File: config.mk
export PLATFORM = sky130hd
export DESIGN_NAME = hex_display_arbiter
export DESIGN_NICKNAME = d
export VERILOG_FILES = /design/src/rtl/hex_pkg.sv /design/src/rtl/HexDriver.sv /design/src/rtl/hex_display_arbiter.sv
export SDC_FILE = /design/constraint.sdc
export NUM_CORES = 1
export LEC_CHECK = 0
export ABC_CLOCK_PERIOD_IN_PS = 4700
export BUFFER_PORTS_ARGS = -buffer_cell sky130_fd_sc_hd__buf_2
export CELL_PAD_IN_SITES_DETAIL_PLACEMENT = 0
export CELL_PAD_IN_SITES_GLOBAL_PLACEMENT = 2
export CORE_MARGIN = 8
export CORE_UTILIZATION = 30
export CTS_CLUSTER_DIAMETER = 60
export DETAILED_ROUTE_END_ITERATION = 12
export PLACE_DENSITY_LB_ADDON = 0.1
export REMOVE_ABC_BUFFERS = 1
export SLEW_MARGIN = 30
export SYNTH_ARGS = -nofsm -noshare
export SYNTH_HDL_FRONTEND = slang
export SYNTH_HIERARCHICAL = 1
export SYNTH_SLANG_ARGS = --single-unit
File: constraint.sdc
create_clock -name Clk -period 4.7 [get_ports Clk]
set_input_delay 0.705 -clock Clk [delete_from_list [all_inputs] [get_ports Clk]]
set_output_delay 0.705 -clock Clk [all_outputs]
set_load 0.03 [all_outputs]
File: src/rtl/hex_pkg.sv
// Shared types and constants for the hex display arbiter.
package hex_pkg;

  typedef enum logic [0:0] {
    ST_IDLE  = 1'b0,
    ST_DWELL = 1'b1
  } state_t;

  localparam logic [6:0] SEG_BLANK = 7'b1111111;

  // Bits needed to hold 0..n, never less than one.
  function automatic int cnt_width(input longint unsigned n);
    int w;
    w = $clog2(n + 64'd1);
    return (w < 1) ? 1 : w;
  endfunction

endpackage

File: src/rtl/HexDriver.sv
// Nibble to active-low seven-segment glyph (gfedcba), hex digits 0-F.
module HexDriver (
  input  logic [3:0] In0,
  output logic [6:0] Out0
);

  // Glyph lookup; lowercase b and d keep them distinct from 8 and 0.
  always_comb begin
    case (In0)
      4'h0:    Out0 = 7'b1000000;
      4'h1:    Out0 = 7'b1111001;
      4'h2:    Out0 = 7'b0100100;
      4'h3:    Out0 = 7'b0110000;
      4'h4:    Out0 = 7'b0011001;
      4'h5:    Out0 = 7'b0010010;
      4'h6:    Out0 = 7'b0000010;
      4'h7:    Out0 = 7'b1111000;
      4'h8:    Out0 = 7'b0000000;
      4'h9:    Out0 = 7'b0010000;
      4'hA:    Out0 = 7'b0001000;
      4'hB:    Out0 = 7'b0000011;
      4'hC:    Out0 = 7'b1000110;
      4'hD:    Out0 = 7'b0100001;
      4'hE:    Out0 = 7'b0000110;
      4'hF:    Out0 = 7'b0001110;
      default: Out0 = 7'b1111111;
    endcase
  end

endmodule

File: src/rtl/hex_display_arbiter.sv
// Two-requester round-robin arbiter owning a 4-digit hex display; each grant
// holds the display for DWELL_CYCLES before the next request is considered.
module hex_display_arbiter
  import hex_pkg::*;
#(
  parameter int unsigned DWELL_CYCLES = 32'd25_000_000
) (
  input  logic        Clk,
  input  logic        Reset_n,
  input  logic        req_a,
  input  logic        req_b,
  input  logic [15:0] data_a,
  input  logic [15:0] data_b,
  input  logic        blank_lz,
  output logic        ack_a,
  output logic        ack_b,
  output logic [6:0]  HEX0,
  output logic [6:0]  HEX1,
  output logic [6:0]  HEX2,
  output logic [6:0]  HEX3,
  output logic        owner,
  output logic        busy
);

  localparam int            CW       = cnt_width(64'(DWELL_CYCLES));
  localparam logic [CW-1:0] CNT_LOAD = CW'(DWELL_CYCLES - 32'd1);

  state_t        state_q, state_d;
  logic [CW-1:0] cnt_q, cnt_d;
  logic          ack_a_q, ack_a_d;
  logic          ack_b_q, ack_b_d;
  logic          owner_q, owner_d;
  logic          ptr_q, ptr_d;
  logic          shown_q, shown_d;
  logic [15:0]   disp_q, disp_d;
  logic          grant_b_s;

  // Next-state: grants only from IDLE, pointer always moves to the loser.
  always_comb begin
    state_d   = state_q;
    cnt_d     = cnt_q;
    ack_a_d   = 1'b0;
    ack_b_d   = 1'b0;
    owner_d   = owner_q;
    ptr_d     = ptr_q;
    shown_d   = shown_q;
    disp_d    = disp_q;
    grant_b_s = (req_a && req_b) ? ptr_q : req_b;
    case (state_q)
      ST_IDLE: begin
        if (req_a || req_b) begin
          disp_d  = grant_b_s ? data_b : data_a;
          owner_d = grant_b_s;
          ptr_d   = ~grant_b_s;
          shown_d = 1'b1;
          ack_a_d = ~grant_b_s;
          ack_b_d = grant_b_s;
          cnt_d   = CNT_LOAD;
          state_d = ST_DWELL;
        end else begin
          state_d = ST_IDLE;
        end
      end
      ST_DWELL: begin
        if (cnt_q == {CW{1'b0}}) begin
          state_d = ST_IDLE;
        end else begin
          cnt_d = cnt_q - CW'(1);
        end
      end
      default: state_d = ST_IDLE;
    endcase
  end

  // State registers with synchronous active-low reset.
  always_ff @(posedge Clk) begin
    if (!Reset_n) begin
      state_q <= ST_IDLE;
      cnt_q   <= {CW{1'b0}};
      ack_a_q <= 1'b0;
      ack_b_q <= 1'b0;
      owner_q <= 1'b0;
      ptr_q   <= 1'b0;
      shown_q <= 1'b0;
      disp_q  <= 16'h0000;
    end else begin
      state_q <= state_d;
      cnt_q   <= cnt_d;
      ack_a_q <= ack_a_d;
      ack_b_q <= ack_b_d;
      owner_q <= owner_d;
      ptr_q   <= ptr_d;
      shown_q <= shown_d;
      disp_q  <= disp_d;
    end
  end

  logic [6:0] seg_raw_s [4];
  logic [6:0] hex_s     [4];

  for (genvar g = 0; g < 4; g++) begin : g_hex
    HexDriver u_hex (
      .In0  (disp_q[4*g +: 4]),
      .Out0 (seg_raw_s[g])
    );
  end

  // Blanking after decode; digit 0 is never a leading zero.
  always_comb begin
    for (int n = 0; n < 4; n++) begin
      if (!shown_q) begin
        hex_s[n] = SEG_BLANK;
      end else if (blank_lz && (n != 0) && ((disp_q >> (4 * n)) == 16'h0000)) begin
        hex_s[n] = SEG_BLANK;
      end else begin
        hex_s[n] = seg_raw_s[n];
      end
    end
  end

  assign HEX0  = hex_s[0];
  assign HEX1  = hex_s[1];
  assign HEX2  = hex_s[2];
  assign HEX3  = hex_s[3];
  assign ack_a = ack_a_q;
  assign ack_b = ack_b_q;
  assign owner = owner_q;
  assign busy  = (state_q == ST_DWELL);

endmodule

==> results.toml, run 1 <==
[run_status]
status = "complete, no violations"

[final_layout]
antenna_cells = 0
multi_input_area_um2 = 2380
final_core_util_pct = 36.1
fin_nets = 537
fillers = 1201
drive_gt1_share_pct = 24.8
layout.cells.non_filler = 614
seq_area_um2 = 941
area_delta_synth_final_pct = 17.3

[critical_path]
arrival_ns = 2.36
crit_chain = "nor4_1, nand3_1, o21ai_0, or2_2, buf_2"
worstPathRequired_ns = 3.99
ff2ff_setup_slack_ns = 2.10
crit_path_start = "disp_q[15]"
crit_type = "flip-flop to output pin"
cp_slowest_cell = "o21ai_0"
r2r-end = "cnt_q[24]"
crit_path_max_fanout = 14
start_kind = "flip-flop"
cp-end-kind = "output pin"
r2r_start = "cnt_q[0]"
r2r_cells = 7
slowest_delay_ns = 0.57

[global_route]
grt_start_max_net_pins = 23
grt_pass1_vias = 3181
grt_pass1_wl_mm = 16.3
grt_util_all_layers_pct = 12.4
overflow = 0
antenna_found_initial = 0

[floorplanning]
io_pins = 69
core_um2 = 11500
chipHeight_um = 124
num_rows = 39
design.die.area_um2 = 15500
start_util_pct = 30.8
die_x_um = 124

[timing]
setup_slack_ns = 1.63
fin_crit_ns = 3.07
holdWs_ns = 0.488
max_slew.worst_pin.slew_ns = 0.907
fmax_ghz = 0.326
final.period_utilization_pct = 65.3
maxSlewViolCount = 0
finalSetupTns_ns = 0
relSlewSlack_pct = 39.4
rsz0062_at_grt = "false"
clock_skew_ns = 0.00456
setup_viol = 0
hold_viol_final = 0

[placed_design]
io_buffer_count = 68
place.gp.congestion = 0.764
place_inst = 606
dp_hpwl_mm = 7.31
place_ws_ns = 1.89

[pwr]
power_density_nw_per_um2 = 318
ir_drop_mv = 0.155
p_leak_nw = 1.75

[detailed_routing]
wl_per_cell_um = 16.0
drt_wl_total_mm = 9.82
drc_errors = 0
drt_first_pass_iters = 5
ant_nets = 0
dr_total_vias = 3188
drt_iter0_drc = 205
vias_per_cell = 5.19

[flow_run]
cap_violations = 0

[clock_network]
cts_htree_levels = 2
clk_latency_ns = 0.28
cts_resized = 0
cts_tree = "built"
cts_root_buf = "clkbuf_16"
cts_made_buffers = 5
hold_buffers = 0
post-cts-setup-buffers = 0
path_clk_slew_ns = 0.07
clock_path_buffers = 2
cts.sinks = 47

[synth]
synth.avg_cell_area_um2 = 8.51
synth_area_um2 = 3530
synth-edff-count = 0
synth_ff_type = "dfxtp_1"
async_reset_ff_share_pct = 0
ys_types = 56
synth-seq-area-share_pct = 26.7
syn_inst = 415
synth-seq-cells = 47
synth_warnings = 6

[worst_hold_path]
hold_end = "owner"
hp-start = "owner"
hold_path.class = "flip-flop to flip-flop"
hold_path_depth = 1
[final cells by class]
type                       instances  area share, %
tap                              143           4.32
multi-input combinational        315           57.4
clock buffer                       6           3.35
inverter                          31           2.81
sequential                        47           22.7
clock inverter                     2          0.846
timing repair buffer              70           8.58
[routing by layer]
metal  routed length, um  vias up  track usage [%]
met5                   0        -                0
met4                  42        0             2.20
met3                 355        2             2.17
met2                4460       71             20.4
met1                4960     1494             16.6
li1                    -     1621                -
[metrics by stage]
stage	power (W)	area (um2)
after floorplan	0.000785	3410
after global placement	0.000909	3950
after detailed placement	0.000907	3960
after CTS	0.00134	4130
after global routing	0.00141	4140
final	0.00132	4140
[cells by family after synthesis]
family	after synthesis	share of synthesized area [%]
muxes	24	8.79
adders and majority gates	30	10.6
xor gates and xnor gates	13	3.23
buffers and inverters	53	6.73
DFF	47	26.7
AOI/OAI and AO/OA	95	19.3
and+or+nand+nor	153	24.7
[where the power goes]
group | total [W] | switching, W | internal (W) | leakage (nW)
sequential | 0.000499 | 0.0000627 | 0.000436 | 0.389
clock | 0.000420 | 0.000155 | 0.000265 | 0.0868
combinational | 0.000398 | 0.000234 | 0.000164 | 1.27
[sequential cells by signal, indices dropped and copies added, names as in the netlist]
name     count
ack_b        1
owner        1
cnt_q       25
ptr_q        1
ack_a        1
busy         1
disp_q      16
shown_q      1
[critical path: cells and delay by family, from the launching register on]
family | cells | cell delay, ns
and+or+nand+nor | 3 | 0.85
buffers and inverters | 1 | 0.19
AOI/OAI and AO/OA | 1 | 0.57
DFF | 1 | 0.48
[synth_stat cells, types with 5 or more instances]
master,count,share of area (%)
mux2i_1,16,4.5
nor3_1,12,1.7
or2_2,21,3.7
buf_2,7,0.99
a21o_1,5,1.1
a31oi_1,5,0.89
nand2_1,18,1.9
nand2b_1,12,2.1
ha_1,30,11
a22o_1,8,2.0
o21ai_0,17,2.4
xnor2_1,12,3.0
and2_1,5,0.89
nor2_1,36,3.8
a21oi_1,20,2.8
inv_1,31,3.3
dfxtp_1,47,27
a222oi_1,13,3.7
or3_1,5,0.89
nor4_1,11,1.9
clkbuf_1,11,1.2
[how the worst max path moves through the flow]
stage,end,slack (ns),cells after the start
detailed placement,HEX1[1],1.89,5
finish,HEX1[1],1.63,5
global placement,HEX1[1],1.86,5
CTS,HEX1[1],1.57,5
floorplan,HEX2[3],2.29,5
global route,HEX1[6],1.40,5
[cells in the final DEF, fill, tap and decap left out, types with 8 or more instances in the layout]
| master | Yosys | layout |
|---|---|---|
| nor3_1 | 12 | 12 |
| ha_1 | 30 | 30 |
| a222oi_1 | 13 | 13 |
| a21oi_1 | 20 | 20 |
| dfxtp_1 | 47 | 47 |
| buf_2 | 7 | 68 |
| or2_2 | 21 | 21 |
| nand2_1 | 18 | 18 |
| xnor2_1 | 12 | 12 |
| nand2b_1 | 12 | 12 |
| inv_1 | 31 | 31 |
| nor2_1 | 36 | 35 |
| a22o_1 | 8 | 8 |
| o21ai_0 | 17 | 17 |
| mux2i_1 | 16 | 16 |
| nor4_1 | 11 | 11 |
Power figures use the tool's default switching activity.
==> run 2: changes to the inputs <==
--- a/config.mk
+++ b/config.mk
@@ -5,12 +5,12 @@
 export SDC_FILE = /design/constraint.sdc
 export NUM_CORES = 1
 export LEC_CHECK = 0
-export ABC_CLOCK_PERIOD_IN_PS = 4700
+export ABC_CLOCK_PERIOD_IN_PS = 2700
 export BUFFER_PORTS_ARGS = -buffer_cell sky130_fd_sc_hd__buf_2
 export CELL_PAD_IN_SITES_DETAIL_PLACEMENT = 0
 export CELL_PAD_IN_SITES_GLOBAL_PLACEMENT = 2
 export CORE_MARGIN = 8
-export CORE_UTILIZATION = 30
+export CORE_UTILIZATION = 29
 export CTS_CLUSTER_DIAMETER = 60
 export DETAILED_ROUTE_END_ITERATION = 12
 export PLACE_DENSITY_LB_ADDON = 0.1
==> constraint.sdc (replaced) <==
create_clock -name Clk -period 2.7 [get_ports Clk]
set_input_delay 0.405 -clock Clk [delete_from_list [all_inputs] [get_ports Clk]]
set_output_delay 0.405 -clock Clk [all_outputs]
set_load 0.03 [all_outputs]
==> run 2 against run 1 <==
Combinational power is 83% higher. Worst hold slack worse by 0.16 ns. Sequential share of layout area is 0.50 points lower. Largest power group unchanged.
==> results.toml, run 2 (synthesis gave the netlist of run 1 again) <==
[global_route]
grt_pass1_wl_mm = 16.6
grt_start_max_net_pins = 18
antenna_found_initial = 0
overflow = 0
grt_util_all_layers_pct = 12.6
grt_pass1_vias = 3282

[final_layout]
final_cell_area_um2 = 4260
drive_gt1_share_pct = 27.4
fin_nets = 551
layout_commonest_cell = "buf_2"
antenna_cells = 0
area_delta_synth_final_pct = 20.6
fillers = 1281
reg_top3 = "cnt_q: 25 flops, disp_q: 16 flops"
top_register = "cnt_q"
largest_reg_flops = 25
final_cell_mix = "buf_2, dfxtp_1, nor2_1"

[critical_path]
worstPathRequired_ns = 2.30
r2r-end = "cnt_q[2]"
crit_chain = "inv_1, ha_1, inv_1, mux4_1, or2_2, buf_2"
crit_path_frequent_cell = "inv_1"
cp_slowest_cell = "mux4_1"
r2r_start = "cnt_q[20]"
path_buf_inv = 3
crit_path_start = "disp_q[5]"
crit_type = "flip-flop to output pin"
cp_num_cells = 6
ff2ff_setup_slack_ns = 0.46
crit_family = "multiplexers"
r2r_cells = 5
crit_path_end = "HEX1[3]"
slowest_delay_ns = 0.46
cp-end-kind = "output pin"
crit_path_max_fanout = 7
arrival_ns = 2.15
start_kind = "flip-flop"

[pwr]
p_leak_nw = 1.82
pwr-share-seq_pct = 35.8
power_w = 0.00239
power_density_nw_per_um2 = 562
ir_drop_mv = 0.270
swShare_pct = 33.2
p_comb_share_pct = 30.6
clockPowerShare_pct = 33.6
p_sw_w = 0.000795
intPower_w = 0.00160

[clock_network]
path_clk_slew_ns = 0.07
clock_path_buffers = 2
cts.sinks = 47
cts_htree_levels = 2
clk_latency_ns = 0.29
cts_made_buffers = 5
cts_root_buf = "clkbuf_16"
cts_tree = "built"
post-cts-setup-buffers = 0

[detailed_routing]
dr_total_vias = 3265
drt_wl_total_mm = 10.2
ant_nets = 0
drt_first_pass_iters = 6
vias_per_cell = 5.17
drt_iter0_drc = 230
wl_per_cell_um = 16.2
drc_errors = 0

[timing]
fmax_ghz = 0.391
fin_crit_ns = 2.56
relSlewSlack_pct = 57.6
final.period_utilization_pct = 94.8
rsz0062_at_grt = "false"
max_slew.worst_pin.slew_ns = 0.631
finalSetupTns_ns = 0
hold_viol_final = 0
clock_skew_ns = 0.00787
setup_slack_ns = 0.141
maxSlewViolCount = 0
setup_viol = 0

[placed_design]
place_ws_ns = 0.353
dp_hpwl_mm = 7.73
place.gp.congestion = 0.784
place_area_um2 = 4060
io_buffer_count = 68

[floorplanning]
die_x_um = 126
chipHeight_um = 126
core_um2 = 12000
io_pins = 69
num_rows = 40
design.die.area_um2 = 16000
start_util_pct = 29.5

[flow_run]
cap_violations = 0

[worst_hold_path]
hold_path.class = "primary input to flip-flop"

[run_status]
status = "complete, no violations"
==> run 2: cell type report <==
type | instances | area [um2] | share of cell area, %
timing repair buffer | 84 | 460 | 10.8
sequential | 47 | 946 | 22.2
clock inverter | 2 | 60.1 | 1.41
multi-input combinational | 315 | 2360 | 55.5
clock buffer | 6 | 129 | 3.03
inverter | 31 | 116 | 2.73
tap | 147 | 184 | 4.32
==> run 2: worst min path at each step <==
stage                           from          to  slack [ns]  depth (start not counted)
after CTS                  data_b[2]   disp_q[2]        0.32                          3
final                      data_b[2]   disp_q[2]        0.33                          3
after floorplan                ptr_q       ptr_q        0.44                          1
after global routing      data_b[11]  disp_q[11]        0.33                          3
after global placement         ptr_q       ptr_q        0.46                          1
after detailed placement       owner       owner        0.48                          1
==> run 2: repair_timing <==
action	CTS	global route
gates resized for setup	0	4
endpoints found under the setup margin	0	2
hold buffers	0	0
==> run 2: routing by layer <==
layer / part of all wire (%) / GRT usage [%] / up-vias
li1: - / - / 1655
met2: 48 / 22.2 / 53
met1: 48 / 15.8 / 1553
met3: 3.4 / 2.43 / 4
met5: 0 / 0 / -
met4: 0.47 / 2.26 / 0
==> run 2: power by group through the flow <==
stage,sequential [W],combinational [W],clock (W)
global placement,0.000869,0.000739,0
detailed placement,0.000871,0.000737,0
finish,0.000856,0.000730,0.000804
global route,0.000867,0.000817,0.000862
floorplan,0.000862,0.000505,0
CTS,0.000855,0.000740,0.000837
==> run 2: worst min-delay path, cell delays in order <==
cell,delay (ns)
buf_2,0.07
a222oi_1,0.06
inv_1,0.05
==> run 2: through the flow <==
stage	instances	utilization, %	hold slack, ns
after floorplan	393	-	0.444
after global placement	624	34.0	0.464
after detailed placement	624	34.0	0.476
after CTS	632	35.5	0.316
after global routing	632	35.6	0.327
final	632	35.6	0.326
==> run 3: changes to the inputs <==
--- a/config.mk
+++ b/config.mk
@@ -13,7 +13,7 @@
 export CORE_UTILIZATION = 29
 export CTS_CLUSTER_DIAMETER = 60
 export DETAILED_ROUTE_END_ITERATION = 12
-export PLACE_DENSITY_LB_ADDON = 0.1
+export PLACE_DENSITY = 0.75
 export REMOVE_ABC_BUFFERS = 1
 export SLEW_MARGIN = 30
 export SYNTH_ARGS = -nofsm -noshare
==> run 3 against run 2 <==
Combinational power down 1%. Highest routed layer unchanged. Critical path depth unchanged. Routed wire length down 4.7%. Worst setup slack better by 0.021 ns. Largest cell class unchanged. Cell count down 0.32%. Sequential cell count unchanged. Maximum frequency up 0.85%. Worst hold slack about the same. Total power down 3.1%.
==> results.toml, run 3 (synthesis gave the netlist of run 1 again) <==
[floorplanning]
num_rows = 40
start_util_pct = 29.5
chipHeight_um = 126
io_pins = 69
design.die.area_um2 = 16000
core_um2 = 12000
die_x_um = 126

[final_layout]
multi_input_area_um2 = 2370
reg_top3 = "cnt_q: 25 flops, disp_q: 16 flops"
seq_area_um2 = 947
antenna_cells = 0
layout_commonest_cell = "buf_2"
top_register = "cnt_q"
fin_nets = 549
fillers = 1255
final_cell_mix = "buf_2, dfxtp_1, nor2_1"
area_delta_synth_final_pct = 20.0
drive_gt1_share_pct = 27.5
largest_reg_flops = 25

[timing]
finalSetupTns_ns = 0
max_slew.worst_pin.slew_ns = 0.746
fmax_ghz = 0.394
rsz0062_at_grt = "false"
fin_crit_ns = 2.54
relSlewSlack_pct = 49.9
setup_slack_ns = 0.163
maxSlewViolCount = 0
final.period_utilization_pct = 94.0
clock_skew_ns = 0.00701
setup_viol = 0
hold_viol_final = 0

[clock_network]
cts_htree_levels = 2
cts_tree = "built"
cts_made_buffers = 5
cts_root_buf = "clkbuf_16"
post-cts-setup-buffers = 0
hold_buffers = 0
cts_resized = 0
path_clk_slew_ns = 0.07
cts.sinks = 47
clk_latency_ns = 0.29
clock_path_buffers = 2

[pwr]
ir_drop_mv = 0.277
p_leak_nw = 1.81
power_density_nw_per_um2 = 547

[placed_design]
place_ws_ns = 0.356
place.gp.congestion = 0.790
io_buffer_count = 68
dp_hpwl_mm = 7.49

[critical_path]
crit_path_start = "disp_q[12]"
cp_slowest_cell = "mux4_1"
worstPathRequired_ns = 2.30
crit_chain = "inv_1, ha_1, inv_1, mux4_1, or2_2, buf_2"
crit_type = "flip-flop to output pin"
slowest_delay_ns = 0.48
cp-end-kind = "output pin"
crit_path_frequent_cell = "inv_1"
crit_path_max_fanout = 9
arrival_ns = 2.13
start_kind = "flip-flop"
r2r_start = "cnt_q[14]"

[detailed_routing]
vias_per_cell = 5.16
ant_nets = 0
drt_wl_total_mm = 9.73
drt_first_pass_iters = 7
drc_errors = 0
wl_per_cell_um = 15.4
dr_total_vias = 3250
drt_iter0_drc = 244

[flow_run]
cap_violations = 0

[global_route]
antenna_found_initial = 0
grt_util_all_layers_pct = 12.2
grt_pass1_wl_mm = 16.2
grt_pass1_vias = 3159
grt_start_max_net_pins = 18
overflow = 0

[worst_hold_path]
hold_path.class = "primary input to flip-flop"
hp-start = "data_b[12]"

[run_status]
status = "complete, no violations"
[run 3: report_power, final]
| part | internal, W | switching [W] | leakage (nW) | total (W) |
|---|---|---|---|---|
| sequential | 0.000761 | 0.000103 | 0.391 | 0.000863 |
| combinational | 0.000302 | 0.000419 | 1.33 | 0.000721 |
| clock | 0.000461 | 0.000271 | 0.0868 | 0.000732 |
| total | 0.00152 | 0.000792 | 1.81 | 0.00232 |
[run 3: worst paths after layout]
path | end | slack, ns | cells past startpoint
setup / recovery | HEX3[3] | 0.16 | 6
setup reg to reg | cnt_q[0] | 0.51 | 5
hold reg to reg | owner | 0.47 | 1
hold / removal | disp_q[12] | 0.33 | 3
[run 3: critical path: cells and delay by family, from the launching register on]
family | cells | cell delay [ns]
adders and majority gates | 1 | 0.29
muxes | 1 | 0.48
buffers and inverters | 3 | 0.35
and+or+nand+nor | 1 | 0.31
DFF | 1 | 0.41
[run 3: final cells by class]
cell class / instances / share of cell area [%]
Tap cell: 147 / 4.34
Clock buffer: 6 / 3.28
Timing Repair Buffer: 82 / 10.5
Inverter: 31 / 2.75
Clock inverter: 2 / 0.827
Multi-Input combinational cell: 315 / 55.9
Sequential cell: 47 / 22.4
[run 3: routing by layer]
| layer | part of all wire (%) | global-route usage [%] | vias to the layer above |
|---|---|---|---|
| met2 | 46 | 19.8 | 78 |
| met4 | 1.1 | 3.54 | 0 |
| met3 | 5.3 | 2.93 | 9 |
| met1 | 48 | 15.8 | 1513 |
| met5 | 0 | 0 | - |
| li1 | - | - | 1650 |
[run 3: metrics by stage]
step                      instances  utilization [%]  cell area [um2]  hold slack (ns)  power, W
final                           630             35.4             4230            0.325   0.00232
after global routing            630             35.4             4230            0.324   0.00247
after CTS                       630             35.3             4230            0.315   0.00235
after detailed placement        622             33.9             4050            0.453   0.00160
after global placement          622             33.8             4050            0.441   0.00159
after floorplan                 393                -             3410            0.444   0.00137
